==> src/rtl/instr_fetch_initiator.sv <==
// Instruction-fetch bus initiator: sequential word fetch with up to MAX_OUT
// requests in flight, an in-order response FIFO and branch redirect.
module instr_fetch_initiator #(
  parameter int unsigned DEPTH     = 4,
  parameter int unsigned MAX_OUT   = 2,
  parameter logic [31:0] BOOT_ADDR = 32'h0000_0000
) (
  input  logic        clk,
  input  logic        rst_n,
  input  logic        fetch_en,
  input  logic        branch,
  input  logic [31:0] branch_addr,
  output logic        instr_req,
  input  logic        instr_gnt,
  output logic [31:0] instr_addr,
  input  logic        instr_rvalid,
  input  logic [31:0] instr_rdata,
  input  logic        instr_err,
  output logic        out_valid,
  input  logic        out_ready,
  output logic [31:0] out_rdata,
  output logic [31:0] out_addr,
  output logic        out_err
);

  localparam int unsigned AW = (DEPTH > 1) ? $clog2(DEPTH) : 1;
  localparam int unsigned CW = $clog2(DEPTH + 1);
  localparam int unsigned OW = $clog2(MAX_OUT + 1);
  localparam logic [31:0] BOOT = BOOT_ADDR & ~32'h3;

  typedef enum logic {IDLE, REQ} state_e;

  typedef struct packed {
    logic [31:0] data;
    logic [31:0] addr;
    logic        err;
  } entry_t;

  state_e        state_q, state_d;
  logic [31:0]   fetch_pc_q, fetch_pc_d;
  logic [31:0]   rsp_pc_q, rsp_pc_d;
  logic [31:0]   pend_pc_q, pend_pc_d;
  logic          stale_q, stale_d;
  logic [OW-1:0] out_q, out_d;
  logic [OW-1:0] disc_q, disc_d;
  logic [CW-1:0] cnt_q, cnt_d;
  logic [AW-1:0] rd_q, rd_d, wr_q, wr_d;
  entry_t        mem_q [DEPTH];

  logic          gnt_ok, rv_ok, push, pop, issue, held;
  logic [31:0]   tgt;

  always_comb begin
    held   = (state_q == REQ) && !instr_gnt;
    gnt_ok = (state_q == REQ) && instr_gnt;
    rv_ok  = instr_rvalid && (out_q != '0);
    tgt    = branch_addr & ~32'h3;
    push   = rv_ok && (disc_q == '0) && !branch;
    pop    = (cnt_q != '0) && out_ready && !branch;

    out_d      = out_q + OW'(gnt_ok) - OW'(rv_ok);
    fetch_pc_d = fetch_pc_q;
    pend_pc_d  = pend_pc_q;
    stale_d    = stale_q;
    rsp_pc_d   = push ? rsp_pc_q + 32'd4 : rsp_pc_q;
    cnt_d      = cnt_q + CW'(push) - CW'(pop);
    rd_d       = pop  ? rd_q + AW'(1) : rd_q;
    wr_d       = push ? wr_q + AW'(1) : wr_q;

    disc_d = disc_q;
    if (rv_ok && (disc_q != '0)) disc_d = disc_q - OW'(1);
    if (gnt_ok && stale_q && (32'(disc_d) < MAX_OUT)) disc_d = disc_d + OW'(1);

    // A request granted after a redirect is stale: skip to the target address.
    if (gnt_ok) begin
      fetch_pc_d = stale_q ? pend_pc_q : fetch_pc_q + 32'd4;
      stale_d    = 1'b0;
    end

    if (branch) begin
      disc_d   = out_d;
      rsp_pc_d = tgt;
      cnt_d    = '0;
      rd_d     = '0;
      wr_d     = '0;
      if (held) begin
        stale_d    = 1'b1;
        pend_pc_d  = tgt;
        fetch_pc_d = fetch_pc_q;
      end else begin
        stale_d    = 1'b0;
        fetch_pc_d = tgt;
      end
    end

    issue   = fetch_en && (32'(out_d) < MAX_OUT) && ((32'(out_d) + 32'(cnt_d)) < DEPTH);
    state_d = (held || issue) ? REQ : IDLE;
  end

  always_ff @(posedge clk or negedge rst_n) begin
    if (!rst_n) begin
      state_q    <= IDLE;
      fetch_pc_q <= BOOT;
      rsp_pc_q   <= BOOT;
      pend_pc_q  <= BOOT;
      stale_q    <= 1'b0;
      out_q      <= '0;
      disc_q     <= '0;
      cnt_q      <= '0;
      rd_q       <= '0;
      wr_q       <= '0;
      for (int unsigned i = 0; i < DEPTH; i++) mem_q[i] <= '0;
    end else begin
      state_q    <= state_d;
      fetch_pc_q <= fetch_pc_d;
      rsp_pc_q   <= rsp_pc_d;
      pend_pc_q  <= pend_pc_d;
      stale_q    <= stale_d;
      out_q      <= out_d;
      disc_q     <= disc_d;
      cnt_q      <= cnt_d;
      rd_q       <= rd_d;
      wr_q       <= wr_d;
      if (push) mem_q[wr_q] <= '{data: instr_rdata, addr: rsp_pc_q, err: instr_err};
    end
  end

  always_ff @(posedge clk) begin
    if (rst_n)
      assert (!(instr_rvalid && (out_q == '0)))
        else $error("instr_rvalid with no outstanding request");
  end

  assign instr_req  = (state_q == REQ);
  assign instr_addr = fetch_pc_q;
  assign out_valid  = (cnt_q != '0);
  assign out_rdata  = mem_q[rd_q].data;
  assign out_addr   = mem_q[rd_q].addr;
  assign out_err    = mem_q[rd_q].err;

endmodule

==> config.mk <==
export PLATFORM = sky130hd
export DESIGN_NAME = instr_fetch_initiator
export DESIGN_NICKNAME = d
export VERILOG_FILES = /design/src/rtl/instr_fetch_initiator.sv
export SDC_FILE = /design/constraint.sdc
export NUM_CORES = 1
export LEC_CHECK = 0
export ABC_AREA = 1
export CORE_MARGIN = 4
export CORE_UTILIZATION = 35
export CTS_CLUSTER_DIAMETER = 100
export DETAILED_ROUTE_END_ITERATION = 10
export DONT_BUFFER_PORTS = 1
export PLACE_DENSITY = 0.57
export SETUP_SLACK_MARGIN = 0.3
export SLEW_MARGIN = 20
export SYNTH_ARGS = -nofsm -noshare
export SYNTH_HDL_FRONTEND = slang
export SYNTH_SLANG_ARGS = --single-unit
==> constraint.sdc <==
create_clock -name clk -period 6.1 [get_ports clk]
set_clock_uncertainty 0.2 [all_clocks]
set_input_delay 1.22 -clock clk [delete_from_list [all_inputs] [get_ports clk]]
set_output_delay 1.22 -clock clk [all_outputs]
set_load 0.01 [all_outputs]
==> out/qor.csv <==
metric,value,unit
Hold Crit Class,input port to async pin,
grt ovf,0,
count of cell types in the netlist,40,
synthesized area,0.0172,mm^2
area delta synth->final,10.2,%
Iteration-0 DRC Markers,1409,
dpl cells,2698,
register area share after synthesis,51.5,%
clock root cell,clkbuf_16,
fin. max-slew vios,0,
total core area,0.0488,mm^2
final hold violations,0,
vias in the first global route,13706,
Storage cell area,0.00889,mm^2
cells after synthesis,2146,
syn_area_per_cell,8.03,um^2
Fillers,5073,
critical path arrival,3030,ps
WL/cell,17.4,um
TritonCTS clock tree,yes,
DR DRC count,0,
CP Capture Type,output pin,
top_reg_cell synth,dfrtp_1,
GP Congestion,0.863,
Max VDD drop,0.328,mV
worst skew pair latency,570,ps
Post-synth EDFFs,0,
total CTS buffers,43,
final HPWL from detailed placement,30100,um
die height,230,um
most frequent cells in the layout,"508 x nand2_1, 363 x o21ai_0, 353 x dfrtp_1",
clock buffer depth,3,
max frequency,0.225,GHz
Sw Share,38.4,%
Detail Route Antenna Nets,0,
area of the multi-input gates,0.00726,mm^2
Net Switching,0.00339,W
Starting Density,35.3,%
final cycle utilization of the critical path,73.0,%
clk slew on worst S/H paths,60,ps
Post-CTS Setup Inserts,0,
CTS Hold Bufs,0,
max-cap viol count,0,
clk sink count,355,
ys async rst share,100,%
RSZ-0062 raised after global routing,no,
sequential share of power,41.3,%
1st-pass router iterations,5,
Pint,0.00542,W
layout cell share with drive strength beyond 1,6.20,%
final net count,2164,
Slew HR,13.5,%
total number of vias,14243,
status,completed,
final instance count without filler cells,2776,
initial antenna violation count,0,
crit path time final,4450,ps
pin count of the biggest net entering global routing,356,
"commonest non-fill, non-tap cell in the layout",nand2_1,
Slew @ Worst Pin,1300,ps
Yosys warning total,0,
Clk pwr share,28.9,%
GRT Util Overall,18.2,%
ant diodes,0,
"flops & latches, synth",355,
CTS resizes,0,
global-route wire length before repair,78200,um
I/O pins,171,
Chip Width,230,um
setup violators final,0,
WP data required,4680,ps
CTS H-tree depth,2,
via/cell ratio,5.13,
Combinational Power Share,29.8,%
Setup TNS Final,0,ps
PortBufs,0,
crit path launch type,register,
Leak Pwr,8.81,nW
Worst Setup Path Type,register to output pin,
Worst Path Max Fanout,56,
DIE AREA,0.0529,mm^2
final WL,48400,um
Pwr Density,464,mW/mm^2
std cell rows,81,
-- power groups by stage --
stage          logic, W  registers [W]  clock network [W]
2_1_floorplan   0.00207        0.00347                  0
3_5_place_dp    0.00266        0.00367                  0
4_1_cts         0.00266        0.00363            0.00264
3_3_place_gp    0.00260        0.00365                  0
6_report        0.00263        0.00364            0.00255
5_1_grt         0.00300        0.00374            0.00274
-- synthesized netlist by cell type (all sizes together), types with 10 or more instances --
cell type	number	area, um^2
clkbuf	74	278
dfrtp	355	8880
nor2	287	1110
nand3	82	415
o21ai	415	2090
o22ai	65	407
o211ai	10	75.1
inv	135	507
mux2	29	327
nor3	15	75.1
xor2	11	96.3
buf	54	319
ha	12	150
nand2	514	1960
a21oi	51	255
-- layout make-up --
type                       instances  area share, %
multi-input combinational       1531           38.2
clock inverter                    14          0.843
inverter                         135           2.68
timing repair buffer              13          0.514
tap                              664           4.38
sequential                       355           46.8
clock buffer                      64           6.56
-- per-stage QoR --
step	power [W]	utilization (%)	worst slack, ps	hold WS [ps]	area, um^2
after floorplan	0.00555	-	2410	248	17200
after global placement	0.00625	36.0	2010	260	17600
after detailed placement	0.00633	36.0	1930	267	17600
after CTS	0.00893	38.9	1630	104	19000
after global routing	0.00948	38.9	1470	105	19000
final	0.00881	38.9	1650	141	19000
-- state kept, by name (all words and copies together) (netlist names) --
| register | cells |
|---|---|
| rsp_pc_q | 30 |
| out_q | 2 |
| instr_req | 1 |
| rd_q | 2 |
| disc_q | 2 |
| stale_q | 1 |
| mem_q | 252 |
| cnt_q | 3 |
| wr_q | 2 |
| pend_pc_q | 30 |
| instr_addr | 30 |
-- per-layer routing --
| metal | global-route usage (%) | wire length [um] | vias to the layer above |
|---|---|---|---|
| met4 | 5.01 | 1130 | 0 |
| li1 | - | - | 6930 |
| met5 | 0 | 0 | - |
| met2 | 29.4 | 22400 | 404 |
| met3 | 4.09 | 3310 | 71 |
| met1 | 24.7 | 21500 | 6838 |
-- worst paths after layout --
kind / start / end / slack [ps] / cells past startpoint
setup / recovery: rd_q[0] / out_addr[13] / 1650 / 4
hold / removal: rst_n / mem_q[125] / 140 / 0
setup reg to reg: disc_q[0] / instr_req / 2720 / 15
hold reg to reg: mem_q[164] / mem_q[164] / 280 / 2
max in group asynchronous: rst_n / rd_q[0] / 4370 / 0
min in group clk: mem_q[164] / mem_q[164] / 280 / 2
-- worst max-delay path, cell delays in order, from the launching register on --
cell and delay (ps):
dfrtp_4 630, clkinv_2 630, buf_4 500, o21ai_0 130, o22ai_1 520
-- logic make-up after synthesis --
logic type / Yosys count / synth area share (%)
xor+xnor: 18 / 0.915
mux: 29 / 1.89
simple gates: 907 / 21.0
fa+ha+maj: 13 / 0.987
compound gates: 560 / 17.2
other cells: 1 / 0.0218
buf+inv: 263 / 6.40
flops: 355 / 51.5
No activity file was read; power rests on OpenSTA's default activity.
